**config.mk**
```make
export PLATFORM = sky130hd
export DESIGN_NAME = bus_compare_ctrl_flat
export DESIGN_NICKNAME = d
export VERILOG_FILES = /design/src/rtl/bus_compare_ctrl_if.sv /design/src/rtl/bus_compare_ctrl.sv /design/src/flat_wrapper.sv
export SDC_FILE = /design/constraint.sdc
export NUM_CORES = 1
export LEC_CHECK = 0
export CAP_MARGIN = 10
export CORE_ASPECT_RATIO = 0.5
export CORE_MARGIN = 1
export CORE_UTILIZATION = 46
export CTS_CLUSTER_SIZE = 10
export DETAILED_ROUTE_END_ITERATION = 7
export GPL_ROUTABILITY_DRIVEN = 0
export HOLD_SLACK_MARGIN = 0.1
export PLACE_DENSITY = 0.82
export RECOVER_POWER = 100
export REMOVE_ABC_BUFFERS = 1
export SYNTH_ARGS = -nofsm -noshare
export SYNTH_HDL_FRONTEND = slang
export SYNTH_SLANG_ARGS = --single-unit
```
**constraint.sdc**
```tcl
create_clock -name clk -period 1.5 [get_ports clk]
set_input_delay 0.375 -clock clk [delete_from_list [all_inputs] [get_ports clk]]
set_output_delay 0.375 -clock clk [all_outputs]
set_load 0.02 [all_outputs]
```
**src/rtl/bus_compare_ctrl_if.sv**
```systemverilog
// Bus bundle for bus_compare_ctrl: two redundant channel samples with strobes,
// fault clear, and the relay/heartbeat/status outputs.
// Optional CMP_STATS_EN adds the cmpCount/errCount statistic outputs.
interface bus_compare_ctrl_if #(
    parameter int BUS_W = 16
);
    logic [BUS_W-1:0] busA;
    logic             busAValid;
    logic [BUS_W-1:0] busB;
    logic             busBValid;
    logic             clearFault;
    logic             relayCtrl1;
    logic             relayCtrl2;
    logic             switchCtrl1;
    logic             switchCtrl2;
    logic             faultFlag;
    logic [3:0]       misCnt;
`ifdef CMP_STATS_EN
    logic [15:0]      cmpCount;
    logic [15:0]      errCount;

    modport master (
        output busA, busAValid, busB, busBValid, clearFault,
        input  relayCtrl1, relayCtrl2, switchCtrl1, switchCtrl2, faultFlag, misCnt,
        input  cmpCount, errCount
    );

    modport slave (
        input  busA, busAValid, busB, busBValid, clearFault,
        output relayCtrl1, relayCtrl2, switchCtrl1, switchCtrl2, faultFlag, misCnt,
        output cmpCount, errCount
    );
`else
    modport master (
        output busA, busAValid, busB, busBValid, clearFault,
        input  relayCtrl1, relayCtrl2, switchCtrl1, switchCtrl2, faultFlag, misCnt
    );

    modport slave (
        input  busA, busAValid, busB, busBValid, clearFault,
        output relayCtrl1, relayCtrl2, switchCtrl1, switchCtrl2, faultFlag, misCnt
    );
`endif
endinterface

```
**src/rtl/bus_compare_ctrl.sv**
```systemverilog
// Dual-channel bus compare controller. Captures the A/B samples, compares them,
// and drives relay levels plus heartbeat; persistent disagreement or a missing
// channel latches FAULT, disabling the relay and freezing the heartbeat.
// Optional CMP_STATS_EN adds saturating compare/error counters.
module bus_compare_ctrl #(
    parameter int BUS_W     = 16,
    parameter int HB_PERIOD = 16,
    parameter int HB_HIGH   = 2,
    parameter int MIS_LIMIT = 3,
    parameter int TIMEOUT   = 8
) (
    input logic           clk,
    input logic           rstN,
    bus_compare_ctrl_if.slave bus
);
    localparam int HB_W = (HB_PERIOD > 1) ? $clog2(HB_PERIOD) : 1;
    localparam logic [HB_W-1:0] HB_LAST = HB_W'(HB_PERIOD - 1);
    localparam logic [HB_W-1:0] HB_ON   = HB_W'(HB_HIGH);
    localparam logic [7:0]      TMO_LAST = 8'(TIMEOUT - 1);
    localparam logic [3:0]      MIS_MAX  = 4'(MIS_LIMIT);

    typedef enum logic [2:0] {IDLE, WAIT_A, WAIT_B, CMP, FAULT} state_t;

    state_t           state;
    state_t           stateNext;
    logic [BUS_W-1:0] capA;
    logic [BUS_W-1:0] capB;
    logic [7:0]       tmr;
    logic             tmoFail;
    logic             timeoutHit;
    logic             pass;
    logic [3:0]       misCnt;
    logic [3:0]       misInc;
    logic             armed;
    logic             run;
    logic [HB_W-1:0]  hbCnt;
    logic             collecting;
    logic             waiting;

    assign collecting = (state == IDLE) || (state == WAIT_A) || (state == WAIT_B);
    assign waiting    = (state == WAIT_A) || (state == WAIT_B);
    assign run        = armed && (state != FAULT);

    // State register
    always_ff @(posedge clk or negedge rstN) begin
        if (!rstN) state <= IDLE;
        else       state <= stateNext;
    end

    // Next-state decode plus compare verdict and timeout detection
    always_comb begin
        stateNext  = state;
        timeoutHit = 1'b0;
        pass       = (capA == capB) && !tmoFail;
        misInc     = (misCnt == 4'hF) ? 4'hF : misCnt + 4'd1;
        case (state)
            IDLE: begin
                if (bus.busAValid && bus.busBValid) stateNext = CMP;
                else if (bus.busAValid)             stateNext = WAIT_B;
                else if (bus.busBValid)             stateNext = WAIT_A;
            end
            WAIT_B: begin
                if (bus.busBValid) stateNext = CMP;
                else if (tmr == TMO_LAST) begin
                    stateNext  = CMP;
                    timeoutHit = 1'b1;
                end
            end
            WAIT_A: begin
                if (bus.busAValid) stateNext = CMP;
                else if (tmr == TMO_LAST) begin
                    stateNext  = CMP;
                    timeoutHit = 1'b1;
                end
            end
            CMP: begin
                if (!pass && (misInc >= MIS_MAX)) stateNext = FAULT;
                else                              stateNext = IDLE;
            end
            FAULT: begin
                if (bus.clearFault) stateNext = IDLE;
            end
            default: stateNext = IDLE;
        endcase
    end

    // Sample capture, wait timer, and compare result bookkeeping
    always_ff @(posedge clk or negedge rstN) begin
        if (!rstN) begin
            capA    <= '0;
            capB    <= '0;
            tmr     <= '0;
            tmoFail <= 1'b0;
            misCnt  <= '0;
            armed   <= 1'b0;
        end else begin
            // A repeat strobe on the side already held simply overwrites it;
            // the timer keeps running because it only resets outside WAIT_x.
            if (collecting && bus.busAValid) capA <= bus.busA;
            if (collecting && bus.busBValid) capB <= bus.busB;
            tmr     <= waiting ? tmr + 8'd1 : '0;
            tmoFail <= timeoutHit;
            if (state == CMP) begin
                if (pass) begin
                    misCnt <= '0;
                    armed  <= 1'b1;
                end else begin
                    misCnt <= misInc;
                    if (misInc >= MIS_MAX) armed <= 1'b0;
                end
            end else if (state == FAULT && bus.clearFault) begin
                misCnt <= '0;
            end
        end
    end

    // Heartbeat counter, held at zero whenever the relay is not enabled
    always_ff @(posedge clk or negedge rstN) begin
        if (!rstN)                hbCnt <= '0;
        else if (!run)            hbCnt <= '0;
        else if (hbCnt == HB_LAST) hbCnt <= '0;
        else                      hbCnt <= hbCnt + 1'b1;
    end

`ifdef CMP_STATS_EN
    logic [15:0] cmpCount;
    logic [15:0] errCount;

    // Saturating compare/error statistics, cleared with the fault
    always_ff @(posedge clk or negedge rstN) begin
        if (!rstN) begin
            cmpCount <= '0;
            errCount <= '0;
        end else if (state == CMP) begin
            if (cmpCount != '1) cmpCount <= cmpCount + 16'd1;
            if (!pass && errCount != '1) errCount <= errCount + 16'd1;
        end else if (state == FAULT && bus.clearFault) begin
            cmpCount <= '0;
            errCount <= '0;
        end
    end

    assign bus.cmpCount = cmpCount;
    assign bus.errCount = errCount;
`endif

    assign bus.relayCtrl1  = 1'b1;
    assign bus.relayCtrl2  = run;
    assign bus.switchCtrl1 = run ? (hbCnt < HB_ON) : 1'b1;
    assign bus.switchCtrl2 = run ? !(hbCnt < HB_ON) : 1'b0;
    assign bus.faultFlag   = (state == FAULT);
    assign bus.misCnt      = misCnt;
endmodule

```
**src/flat_wrapper.sv**
```systemverilog
// flat-port wrapper written by rule: the top's interface ports become plain ports
module bus_compare_ctrl_flat 
#(
    parameter int BUS_W     = 16,
    parameter int HB_PERIOD = 16,
    parameter int HB_HIGH   = 2,
    parameter int MIS_LIMIT = 3,
    parameter int TIMEOUT   = 8
)
  (clk, rstN, bus_busA, bus_busAValid, bus_busB, bus_busBValid, bus_clearFault, bus_relayCtrl1, bus_relayCtrl2, bus_switchCtrl1, bus_switchCtrl2, bus_faultFlag, bus_misCnt);
  bus_compare_ctrl_if #(.BUS_W(BUS_W)) bus_i ();
  input logic clk;
  input logic rstN;
  input wire logic [$bits(bus_i.busA)-1:0] bus_busA;
  input wire logic [$bits(bus_i.busAValid)-1:0] bus_busAValid;
  input wire logic [$bits(bus_i.busB)-1:0] bus_busB;
  input wire logic [$bits(bus_i.busBValid)-1:0] bus_busBValid;
  input wire logic [$bits(bus_i.clearFault)-1:0] bus_clearFault;
  output wire logic [$bits(bus_i.relayCtrl1)-1:0] bus_relayCtrl1;
  output wire logic [$bits(bus_i.relayCtrl2)-1:0] bus_relayCtrl2;
  output wire logic [$bits(bus_i.switchCtrl1)-1:0] bus_switchCtrl1;
  output wire logic [$bits(bus_i.switchCtrl2)-1:0] bus_switchCtrl2;
  output wire logic [$bits(bus_i.faultFlag)-1:0] bus_faultFlag;
  output wire logic [$bits(bus_i.misCnt)-1:0] bus_misCnt;
  assign bus_i.busA = bus_busA;
  assign bus_i.busAValid = bus_busAValid;
  assign bus_i.busB = bus_busB;
  assign bus_i.busBValid = bus_busBValid;
  assign bus_i.clearFault = bus_clearFault;
  assign bus_relayCtrl1 = bus_i.relayCtrl1;
  assign bus_relayCtrl2 = bus_i.relayCtrl2;
  assign bus_switchCtrl1 = bus_i.switchCtrl1;
  assign bus_switchCtrl2 = bus_i.switchCtrl2;
  assign bus_faultFlag = bus_i.faultFlag;
  assign bus_misCnt = bus_i.misCnt;
  bus_compare_ctrl #(.BUS_W(BUS_W), .HB_PERIOD(HB_PERIOD), .HB_HIGH(HB_HIGH), .MIS_LIMIT(MIS_LIMIT), .TIMEOUT(TIMEOUT)) u_core (.clk(clk), .rstN(rstN), .bus(bus_i));
endmodule
```
==> results.py, run 1 <==
metrics = {
    "critical_path": {
        "critical_path.max_fanout": 3,
        "timing.critical_path.to_type": "primary output",
        "crit_buf_inv": 3,
        "cp.required_ns": 1.12,
        "cpLargestDelayFamily": "flip-flops",
        "worstSetupStartpointType": "flop",
        "r2r_cells": 6,
        "timing_worst_setup_path_type": "reg -> out",
        "regToRegSetupSlack_ns": -0.17,
        "max_stage_delay_ns": 0.39,
        "slowest_stage": "sky130_fd_sc_hd__dfrtp_1",
        "r2r-end": "u_core.armed",
        "chain_of_cells_forming_the_critical_path": "nor2_1 > nand2_1 > nand2_1 > buf_6 > inv_2 > buf_6",
        "crit_arrival_ns": 1.30,
        "crit-reg2reg-launch": "u_core.capB[12]",
    },
    "outcome": {
        "result_of_the_run": "finished with violations",
        "failed_checks": "setup timing",
    },
    "global_routing": {
        "number_of_global_route_vias_before_repair": 1753,
        "grt_overflow_total": 0,
        "grt_usage": 0.196,
        "maximum_number_of_pins_on_one_net_before_global_route_repair": 42,
        "antenna_found_initial": 0,
        "first_pass_grt_wire_length_um": 8120,
    },
    "routing": {
        "detailroute.via_count": 1763,
        "wirelength_um": 5290,
        "detailedRoute.firstPassIterationCount": 4,
        "drc": 0,
        "post_drt_wl_per_cell_um": 15.3,
        "detailedRoute.firstIterationViolations": 87,
        "vias_per_cell": 5.11,
        "ant_nets": 0,
    },
    "yosys": {
        "synth_async_sr_flop_share": 1.00,
        "synth-edff-count": 0,
        "synth.yosys.warnings": 0,
        "synth_seq_area_share": 0.555,
        "ys_seq_elements": 53,
        "synth-main-ff-cell": "sky130_fd_sc_hd__dfrtp_1",
        "synth.avg_cell_area_um2": 12.0,
        "syn_inst": 200,
        "syn_area_um2": 2390,
        "synth.lib_cells_used.distinct": 33,
    },
    "hold_path": {
        "timing.hold.worst.class": "reg -> reg",
        "hold_start": "u_core.tmr[0]",
        "min_delay_worst_endpoint": "u_core.tmr[0]",
        "hold_path_cell_cnt": 1,
    },
    "sta": {
        "worst-slew-pin-transition_ns": 0.741,
        "fin_worst_skew_ns": 0.00519,
        "fin_tns_setup_ns": -1.48,
        "final_min_period_over_clock_period": 1.12,
        "final.min_clock_period_ns": 1.68,
        "slew_viol_final": 0,
        "max_slew_margin": 0.506,
        "finalSetupViolCount": 12,
        "setup_slack_ns": -0.180,
        "hold_viol_final": 0,
        "grt_setup_unrepaired": "yes",
        "max_clock_freq_mhz": 595,
    },
    "power_and_ir_drop": {
        "pwr_density_cell_nw_per_um2": 1710,
        "power.leakage_nw": 1.46,
        "p_total_mw": 5.64,
        "vdd.ir_drop.worst_v": 0.00112,
    },
    "die": {
        "fp-row-count": 18,
        "dieArea_um2": 5510,
        "ios": 46,
        "die_width_um": 104,
        "chipHeight_um": 53.0,
        "start_util": 0.483,
        "core_area_um2": 4950,
    },
    "cells_and_area": {
        "nets": 314,
        "antenna_cells": 0,
        "fillerInstances": 352,
        "final_cell_mix": "53 x sky130_fd_sc_hd__dfrtp_1, 35 x sky130_fd_sc_hd__clkdlybuf4s50_1, 31 x sky130_fd_sc_hd__mux2_2",
        "seq_area_um2": 1330,
        "syn_to_final_growth_pct": 37.7,
        "final_common_cell": "sky130_fd_sc_hd__dfrtp_1",
        "multi_input_comb_area_um2": 1080,
        "drive_above_1_share": 0.298,
    },
    "clocking": {
        "clkSinkCount": 53,
        "cts_buffers": 5,
        "cts_tree": "done",
        "cts-root-buf": "sky130_fd_sc_hd__clkbuf_8",
        "clock_tree.buffer_depth": 2,
        "cts_clk_pin_slew_worst_paths_ns": 0.09,
        "cts.htree.levels": 2,
        "clock_latency_ns": 0.31,
    },
    "place": {
        "half_perimeter_wire_length_after_detailed_placement_um": 3530,
        "io_buffer_count": 44,
    },
    "job": {
        "max-cap-violations": 0,
    },
}
==> final cells by class <==
class                           instances  area share
Timing Repair Buffer                   71       0.198
Tap cell                               70      0.0266
Clock inverter                          2      0.0114
Sequential cell                        53       0.403
Inverter                                6     0.00760
Multi-Input combinational cell        137       0.329
Clock buffer                            6      0.0251
==> Yosys cell counts (2+ instances only) <==
cell | number | area (um^2)
sky130_fd_sc_hd__o41ai_1 | 2 | 17.5
sky130_fd_sc_hd__nor4_1 | 3 | 18.8
sky130_fd_sc_hd__nor2_1 | 19 | 71.3
sky130_fd_sc_hd__buf_2 | 2 | 10.0
sky130_fd_sc_hd__o21ai_0 | 4 | 20.0
sky130_fd_sc_hd__dfrtp_1 | 53 | 1330
sky130_fd_sc_hd__nand3_1 | 5 | 25.0
sky130_fd_sc_hd__xor2_1 | 20 | 175
sky130_fd_sc_hd__nand2_1 | 15 | 56.3
sky130_fd_sc_hd__ha_1 | 3 | 37.5
sky130_fd_sc_hd__a31oi_1 | 2 | 12.5
sky130_fd_sc_hd__o22ai_1 | 2 | 12.5
sky130_fd_sc_hd__nor3_1 | 2 | 10.0
sky130_fd_sc_hd__mux2_2 | 32 | 360
sky130_fd_sc_hd__and3_1 | 2 | 12.5
sky130_fd_sc_hd__a21oi_1 | 8 | 40.0
sky130_fd_sc_hd__o21a_1 | 2 | 15.0
sky130_fd_sc_hd__inv_1 | 6 | 22.5
sky130_fd_sc_hd__nor3_2 | 2 | 20.0
sky130_fd_sc_hd__xnor2_1 | 3 | 26.3
==> where the power goes <==
group	internal (mW)	switching, mW	total (mW)	leakage [nW]
registers	1.97	0.371	2.34	0.655
clock network	0.543	0.479	1.02	0.0574
logic	1.16	1.12	2.28	0.752
==> flip-flops by register name, summed over array words and instances (netlist names) <==
register / cells
u_core.state: 3
u_core.tmoFail: 1
u_core.capB: 16
u_core.capA: 16
u_core.tmr: 8
u_core.armed: 1
u_core.bus.misCnt: 4
u_core.hbCnt: 4
==> logic make-up after synthesis <==
kind of cell | share of synthesized area
and+or+nand+nor | 0.108
xor gates and xnor gates | 0.0843
AOI/OAI and AO/OA | 0.0597
other | 0.00157
adders and majority gates | 0.0157
buffers and inverters | 0.0215
DFF | 0.555
muxes | 0.155
==> worst register-to-register path: stages (launching register included) <==
cell                      delay, ns
sky130_fd_sc_hd__dfrtp_1       0.40
sky130_fd_sc_hd__xor2_1        0.17
sky130_fd_sc_hd__nor4_2        0.35
sky130_fd_sc_hd__nand4_1       0.20
sky130_fd_sc_hd__nor3_2        0.18
sky130_fd_sc_hd__buf_6         0.17
sky130_fd_sc_hd__a22o_1        0.14
==> routing by layer <==
layer / wire length (um) / track usage / up-vias
met5: 0 / 0 / -
met4: 73 / 0.0714 / 0
met3: 139 / 0.0382 / 9
met2: 2750 / 0.369 / 31
met1: 2330 / 0.230 / 885
li1: - / - / 838
==> how the worst max path moves through the flow <==
stage | from | cells past startpoint | slack (ns) | to
after CTS | u_core.capB[9] | 6 | -0.21 | u_core.armed
after global routing | u_core.capB[12] | 6 | -0.26 | u_core.armed
final | u_core.state[0] | 6 | -0.18 | bus_relayCtrl2
after detailed placement | u_core.hbCnt[2] | 4 | -0.27 | bus_switchCtrl1
after floorplan | u_core.state[2] | 4 | -0.08 | bus_switchCtrl1
after global placement | u_core.state[1] | 5 | -0.19 | bus_faultFlag
==> stage by stage <==
step / hold slack (ns) / util / cell area, um^2 / std cells / worst slack [ns]
global placement: 0.278 / 0.623 / 3090 / 332 / -0.195
floorplan: 0.0794 / - / 2360 / 196 / -0.0764
detailed placement: 0.285 / 0.623 / 3090 / 332 / -0.265
CTS: 0.461 / 0.656 / 3250 / 342 / -0.214
global route: 0.485 / 0.664 / 3290 / 345 / -0.264
finish: 0.464 / 0.664 / 3290 / 345 / -0.180
==> repair_timing <==
item	4_1_cts	5_1_grt
setup buffers	2	3
pin swaps	7	7
setup endpoints to repair	16	13
hold buffers	1	0
cloned	0	0
gates resized for setup	34	19
endpoints found under the hold margin	12	0
No activity file was read; power rests on OpenSTA's default activity.
==> run 2, diff against run 1 <==
--- a/config.mk
+++ b/config.mk
@@ -15,7 +15,6 @@
 export HOLD_SLACK_MARGIN = 0.1
 export PLACE_DENSITY = 0.82
 export RECOVER_POWER = 100
-export REMOVE_ABC_BUFFERS = 1
 export SYNTH_ARGS = -nofsm -noshare
 export SYNTH_HDL_FRONTEND = slang
 export SYNTH_SLANG_ARGS = --single-unit
==> results.py, run 2 (synthesis gave the netlist of run 1 again) <==
metrics = {
    "clocking": {
        "cts.htree.levels": 2,
        "clkSinkCount": 53,
        "cts-root-buf": "sky130_fd_sc_hd__clkbuf_8",
        "cts_buffers": 5,
        "cts_clk_pin_slew_worst_paths_ns": 0.10,
        "clock_tree.buffer_depth": 2,
        "clock_latency_ns": 0.31,
        "cts_tree": "done",
    },
    "critical_path": {
        "timing.critical_path.to_type": "primary output",
        "cpLargestDelayFamily": "flip-flops",
        "crit_arrival_ns": 1.24,
        "timing_worst_setup_path_type": "reg -> out",
        "slowest_stage": "sky130_fd_sc_hd__dfrtp_1",
        "regToRegSetupSlack_ns": -0.09,
        "crit_buf_inv": 2,
        "max_stage_delay_ns": 0.39,
        "crit-reg2reg-launch": "u_core.state[0]",
        "chain_of_cells_forming_the_critical_path": "nor2_1 > nand2_1 > nand2_2 > nor2_4 > inv_2 > buf_6",
        "worstSetupStartpointType": "flop",
        "r2r_cells": 6,
        "critical_path.max_fanout": 3,
        "cp.required_ns": 1.12,
        "r2r-end": "u_core.capB[15]",
    },
    "routing": {
        "detailroute.via_count": 1774,
        "vias_per_cell": 5.14,
        "ant_nets": 0,
        "post_drt_wl_per_cell_um": 13.9,
        "detailedRoute.firstPassIterationCount": 4,
        "drc": 0,
        "detailedRoute.firstIterationViolations": 45,
        "wirelength_um": 4800,
    },
    "die": {
        "dieArea_um2": 5510,
        "ios": 46,
        "start_util": 0.483,
        "core_area_um2": 4950,
        "fp-row-count": 18,
        "die_width_um": 104,
        "chipHeight_um": 53.0,
    },
    "cells_and_area": {
        "drive_above_1_share": 0.305,
        "nets": 314,
        "final_cell_mix": "53 x sky130_fd_sc_hd__dfrtp_1, 35 x sky130_fd_sc_hd__clkdlybuf4s50_1, 32 x sky130_fd_sc_hd__mux2_2",
        "antenna_cells": 0,
        "finalCoreUtilization": 0.653,
        "largestRegisters": "u_core.capA x16, u_core.capB x16, u_core.tmr x8",
        "syn_to_final_growth_pct": 35.4,
        "final_common_cell": "sky130_fd_sc_hd__dfrtp_1",
    },
    "global_routing": {
        "first_pass_grt_wire_length_um": 7850,
        "grt_overflow_total": 0,
        "antenna_found_initial": 0,
        "number_of_global_route_vias_before_repair": 1757,
        "maximum_number_of_pins_on_one_net_before_global_route_repair": 54,
        "grt_usage": 0.189,
    },
    "power_and_ir_drop": {
        "power.leakage_nw": 1.44,
        "pwr_density_cell_nw_per_um2": 1640,
        "vdd.ir_drop.worst_v": 0.000840,
    },
    "sta": {
        "max_clock_freq_mhz": 621,
        "setup_slack_ns": -0.111,
        "slew_viol_final": 0,
        "worst-slew-pin-transition_ns": 0.702,
        "final.min_clock_period_ns": 1.61,
        "final_min_period_over_clock_period": 1.07,
        "fin_worst_skew_ns": 0.0107,
        "hold-worst-slack_ns": 0.455,
        "hold_viol_final": 0,
        "grt_setup_unrepaired": "yes",
        "finalSetupViolCount": 44,
        "max_slew_margin": 0.532,
    },
    "outcome": {
        "failed_checks": "setup timing",
        "result_of_the_run": "finished with violations",
    },
    "hold_path": {
        "hold_start": "u_core.tmr[0]",
        "timing.hold.worst.class": "reg -> reg",
        "hold_path_cell_cnt": 1,
        "min_delay_worst_endpoint": "u_core.tmr[0]",
    },
    "job": {
        "max-cap-violations": 0,
    },
    "place": {
        "half_perimeter_wire_length_after_detailed_placement_um": 3240,
        "io_buffer_count": 44,
    },
    "yosys": {
        "syn_nets": 240,
    },
}
==> run 2: layout make-up <==
type                            count  area [um^2]
Clock buffer                        6         72.6
Clock inverter                      2         10.0
Fill cell                         365         1720
Inverter                            6         25.0
Multi-Input combinational cell    137         1070
Sequential cell                    53         1330
Tap cell                           70         87.6
Timing Repair Buffer               71          646
==> run 2: layer usage <==
metal	share of wire	vias up	routed length [um]	track usage
li1	-	839	-	-
met1	0.44	885	2090	0.227
met3	0.036	11	173	0.0431
met2	0.50	39	2420	0.330
met5	0	-	0	0
met4	0.025	0	119	0.100
==> run 2: repair_timing <==
action	in CTS	in global routing
endpoints found under the hold margin	53	0
buffers inserted	5	2
gates resized for setup	36	14
hold buffers	1	0
endpoints found under the setup margin	16	46
pin swaps	11	14
==> run 2: report_power, final <==
part	leakage, nW	switching [mW]	total, mW	internal (mW)
logic	0.742	1.02	2.20	1.18
clock network	0.0450	0.447	0.772	0.324
registers	0.655	0.366	2.34	1.97
total	1.44	1.84	5.31	3.47
==> run 2: worst max-delay path by stage <==
stage | startpoint | to | slack [ns] | cells past startpoint
after floorplan | u_core.state[2] | bus_switchCtrl1 | 0.02 | 5
after global placement | u_core.state[1] | bus_switchCtrl1 | -0.21 | 6
after detailed placement | u_core.state[1] | bus_switchCtrl1 | -0.24 | 6
after CTS | u_core.capA[6] | u_core.bus.misCnt[1] | -0.11 | 6
after global routing | u_core.capA[6] | u_core.bus.misCnt[1] | -0.20 | 6
final | u_core.state[1] | bus_switchCtrl1 | -0.11 | 6
==> run 2: stage by stage <==
stage	instances	TNS (ns)	cell area, um^2	setup WS, ns	power, mW
finish	345	-3.19	3240	-0.111	5.31
global placement	330	-2.82	3080	-0.211	4.39
CTS	343	-1.20	3230	-0.105	5.34
detailed placement	330	-3.00	3080	-0.242	4.49
global route	345	-6.16	3240	-0.205	5.69
floorplan	200	0	2390	0.0157	3.74
==> run 3, diff against run 2 <==
--- a/config.mk
+++ b/config.mk
@@ -8,12 +8,13 @@
 export CAP_MARGIN = 10
 export CORE_ASPECT_RATIO = 0.5
 export CORE_MARGIN = 1
-export CORE_UTILIZATION = 46
+export CORE_UTILIZATION = 40
+export CTS_CLUSTER_DIAMETER = 30
 export CTS_CLUSTER_SIZE = 10
 export DETAILED_ROUTE_END_ITERATION = 7
 export GPL_ROUTABILITY_DRIVEN = 0
 export HOLD_SLACK_MARGIN = 0.1
-export PLACE_DENSITY = 0.82
+export PLACE_DENSITY = 0.74
 export RECOVER_POWER = 100
 export SYNTH_ARGS = -nofsm -noshare
 export SYNTH_HDL_FRONTEND = slang
==> results.py, run 3 (synthesis gave the netlist of run 1 again) <==
metrics = {
    "job": {
        "max-cap-violations": 0,
    },
    "critical_path": {
        "max_stage_delay_ns": 0.41,
        "cp.required_ns": 1.12,
        "chain_of_cells_forming_the_critical_path": "nor3_2 > nor2_4 > inv_2 > buf_6",
        "critPathLaunch": "u_core.hbCnt[2]",
        "cpLargestDelayFamily": "flip-flops",
        "timing_worst_setup_path_type": "reg -> out",
        "timing.critical_path.to_type": "primary output",
        "slowest_stage": "sky130_fd_sc_hd__dfrtp_1",
        "crit_arrival_ns": 1.23,
        "critical_path.max_fanout": 2,
        "crit-reg2reg-launch": "u_core.capB[4]",
        "crit_buf_inv": 2,
        "worstSetupStartpointType": "flop",
    },
    "cells_and_area": {
        "nets": 320,
        "drive_above_1_share": 0.335,
        "syn_to_final_growth_pct": 42.5,
        "largestRegisters": "u_core.capA x16, u_core.capB x16, u_core.tmr x8",
        "antenna_cells": 0,
        "fillerInstances": 437,
        "finalCoreUtilization": 0.607,
        "final_common_cell": "sky130_fd_sc_hd__dfrtp_1",
        "stdcell_count": 354,
        "final_cell_mix": "53 x sky130_fd_sc_hd__dfrtp_1, 35 x sky130_fd_sc_hd__clkdlybuf4s50_1, 32 x sky130_fd_sc_hd__mux2_2",
    },
    "power_and_ir_drop": {
        "power.leakage_nw": 1.52,
        "p_total_mw": 5.85,
        "pwr_density_cell_nw_per_um2": 1720,
        "vdd.ir_drop.worst_v": 0.000674,
    },
    "die": {
        "die_width_um": 111,
        "ios": 46,
        "core_area_um2": 5610,
        "chipHeight_um": 56.7,
        "start_util": 0.426,
        "dieArea_um2": 6310,
        "fp-row-count": 19,
    },
    "clocking": {
        "clock_tree.buffer_depth": 2,
        "cts-root-buf": "sky130_fd_sc_hd__clkbuf_16",
        "clock_latency_ns": 0.29,
        "cts.htree.levels": 2,
        "cts_buffers": 5,
        "clkSinkCount": 53,
        "cts_tree": "done",
        "cts_clk_pin_slew_worst_paths_ns": 0.07,
    },
    "outcome": {
        "failed_checks": "DRC, setup timing",
        "result_of_the_run": "finished with violations",
    },
    "global_routing": {
        "grt_use_met3": 0.0302,
        "number_of_global_route_vias_before_repair": 1860,
        "maximum_number_of_pins_on_one_net_before_global_route_repair": 32,
        "grt.met1_usage": 0.193,
        "antenna_found_initial": 0,
        "grt_busiest_layer": "met2",
        "grt_usage": 0.171,
        "grt_overflow_total": 0,
        "grt.met2_usage": 0.333,
        "first_pass_grt_wire_length_um": 8420,
    },
    "sta": {
        "finalSetupViolCount": 13,
        "hold_viol_final": 0,
        "max_clock_freq_mhz": 621,
        "fin_tns_setup_ns": -0.724,
        "grt_setup_unrepaired": "yes",
        "final_min_period_over_clock_period": 1.07,
        "setup_slack_ns": -0.110,
        "slew_viol_final": 0,
        "final.min_clock_period_ns": 1.61,
        "fin_worst_skew_ns": 0.00315,
    },
    "place": {
        "numPlacedInstances": 336,
        "io_buffer_count": 44,
        "half_perimeter_wire_length_after_detailed_placement_um": 3450,
        "pre_cts_slack_ns": -0.248,
    },
    "hold_path": {
        "hold_start": "u_core.tmr[0]",
        "timing.hold.worst.class": "reg -> reg",
    },
    "routing": {
        "drc": 4,
        "detailroute.via_count": 1747,
        "detailedRoute.firstIterationViolations": 95,
        "wirelength_um": 5170,
        "ant_nets": 0,
        "detailedRoute.firstPassIterationCount": 6,
        "post_drt_wl_per_cell_um": 14.6,
        "vias_per_cell": 4.94,
    },
    "yosys": {
        "syn_nets": 240,
    },
}
run 3: timing repair:
item	4_1_cts	5_1_grt
hold buffers	1	0
pin swaps	8	9
gates resized for setup	41	13
hold endpoints to repair	15	0
setup endpoints to repair	16	15
buffers inserted	7	5
run 3: per-stage QoR:
stage | instance area, um^2 | hold WS (ns)
after CTS | 3360 | 0.469
after floorplan | 2390 | 0.0794
after detailed placement | 3100 | 0.324
after global routing | 3410 | 0.491
after global placement | 3100 | 0.320
final | 3410 | 0.463
run 3: worst register-to-register path, cell delays in order, from the launching register on:
cell	delay [ns]
sky130_fd_sc_hd__dfrtp_1	0.38
sky130_fd_sc_hd__xor2_1	0.17
sky130_fd_sc_hd__nor4_2	0.32
sky130_fd_sc_hd__nand4_1	0.17
sky130_fd_sc_hd__nor3_2	0.16
sky130_fd_sc_hd__buf_6	0.17
sky130_fd_sc_hd__a22o_1	0.14
run 3: path summary, 6_finish.rpt:
| kind | end | slack, ns | cells past startpoint |
|---|---|---|---|
| min in group asynchronous | u_core.capB[14] | 0.55 | 2 |
| worst min-delay path | u_core.tmr[0] | 0.46 | 1 |
| max in group asynchronous | u_core.hbCnt[3] | 0.20 | 3 |
| worst max-delay path | bus_switchCtrl1 | -0.11 | 4 |
| worst min register to register | u_core.tmr[0] | 0.46 | 1 |
| worst max register to register | u_core.armed | -0.08 | 6 |
run 3: cell type report:
type / count / area [um^2] / share of cell area
Clock buffer: 5 / 125 / 0.0367
Clock inverter: 3 / 25.0 / 0.00734
Inverter: 6 / 22.5 / 0.00661
Multi-Input combinational cell: 137 / 1100 / 0.324
Sequential cell: 53 / 1330 / 0.389
Tap cell: 73 / 91.3 / 0.0268
Timing Repair Buffer: 77 / 713 / 0.209
run 3: metal layers:
metal | share of wire | vias to the layer above
met1 | 0.43 | 865
li1 | - | 850
met3 | 0.024 | 6
met2 | 0.54 | 26
met5 | 0 | -
met4 | 0.010 | 0
run 3: report_power, final:
group	switching [mW]	internal [mW]
registers	0.359	1.97
logic	1.13	1.25
clock network	0.522	0.627
total	2.01	3.85
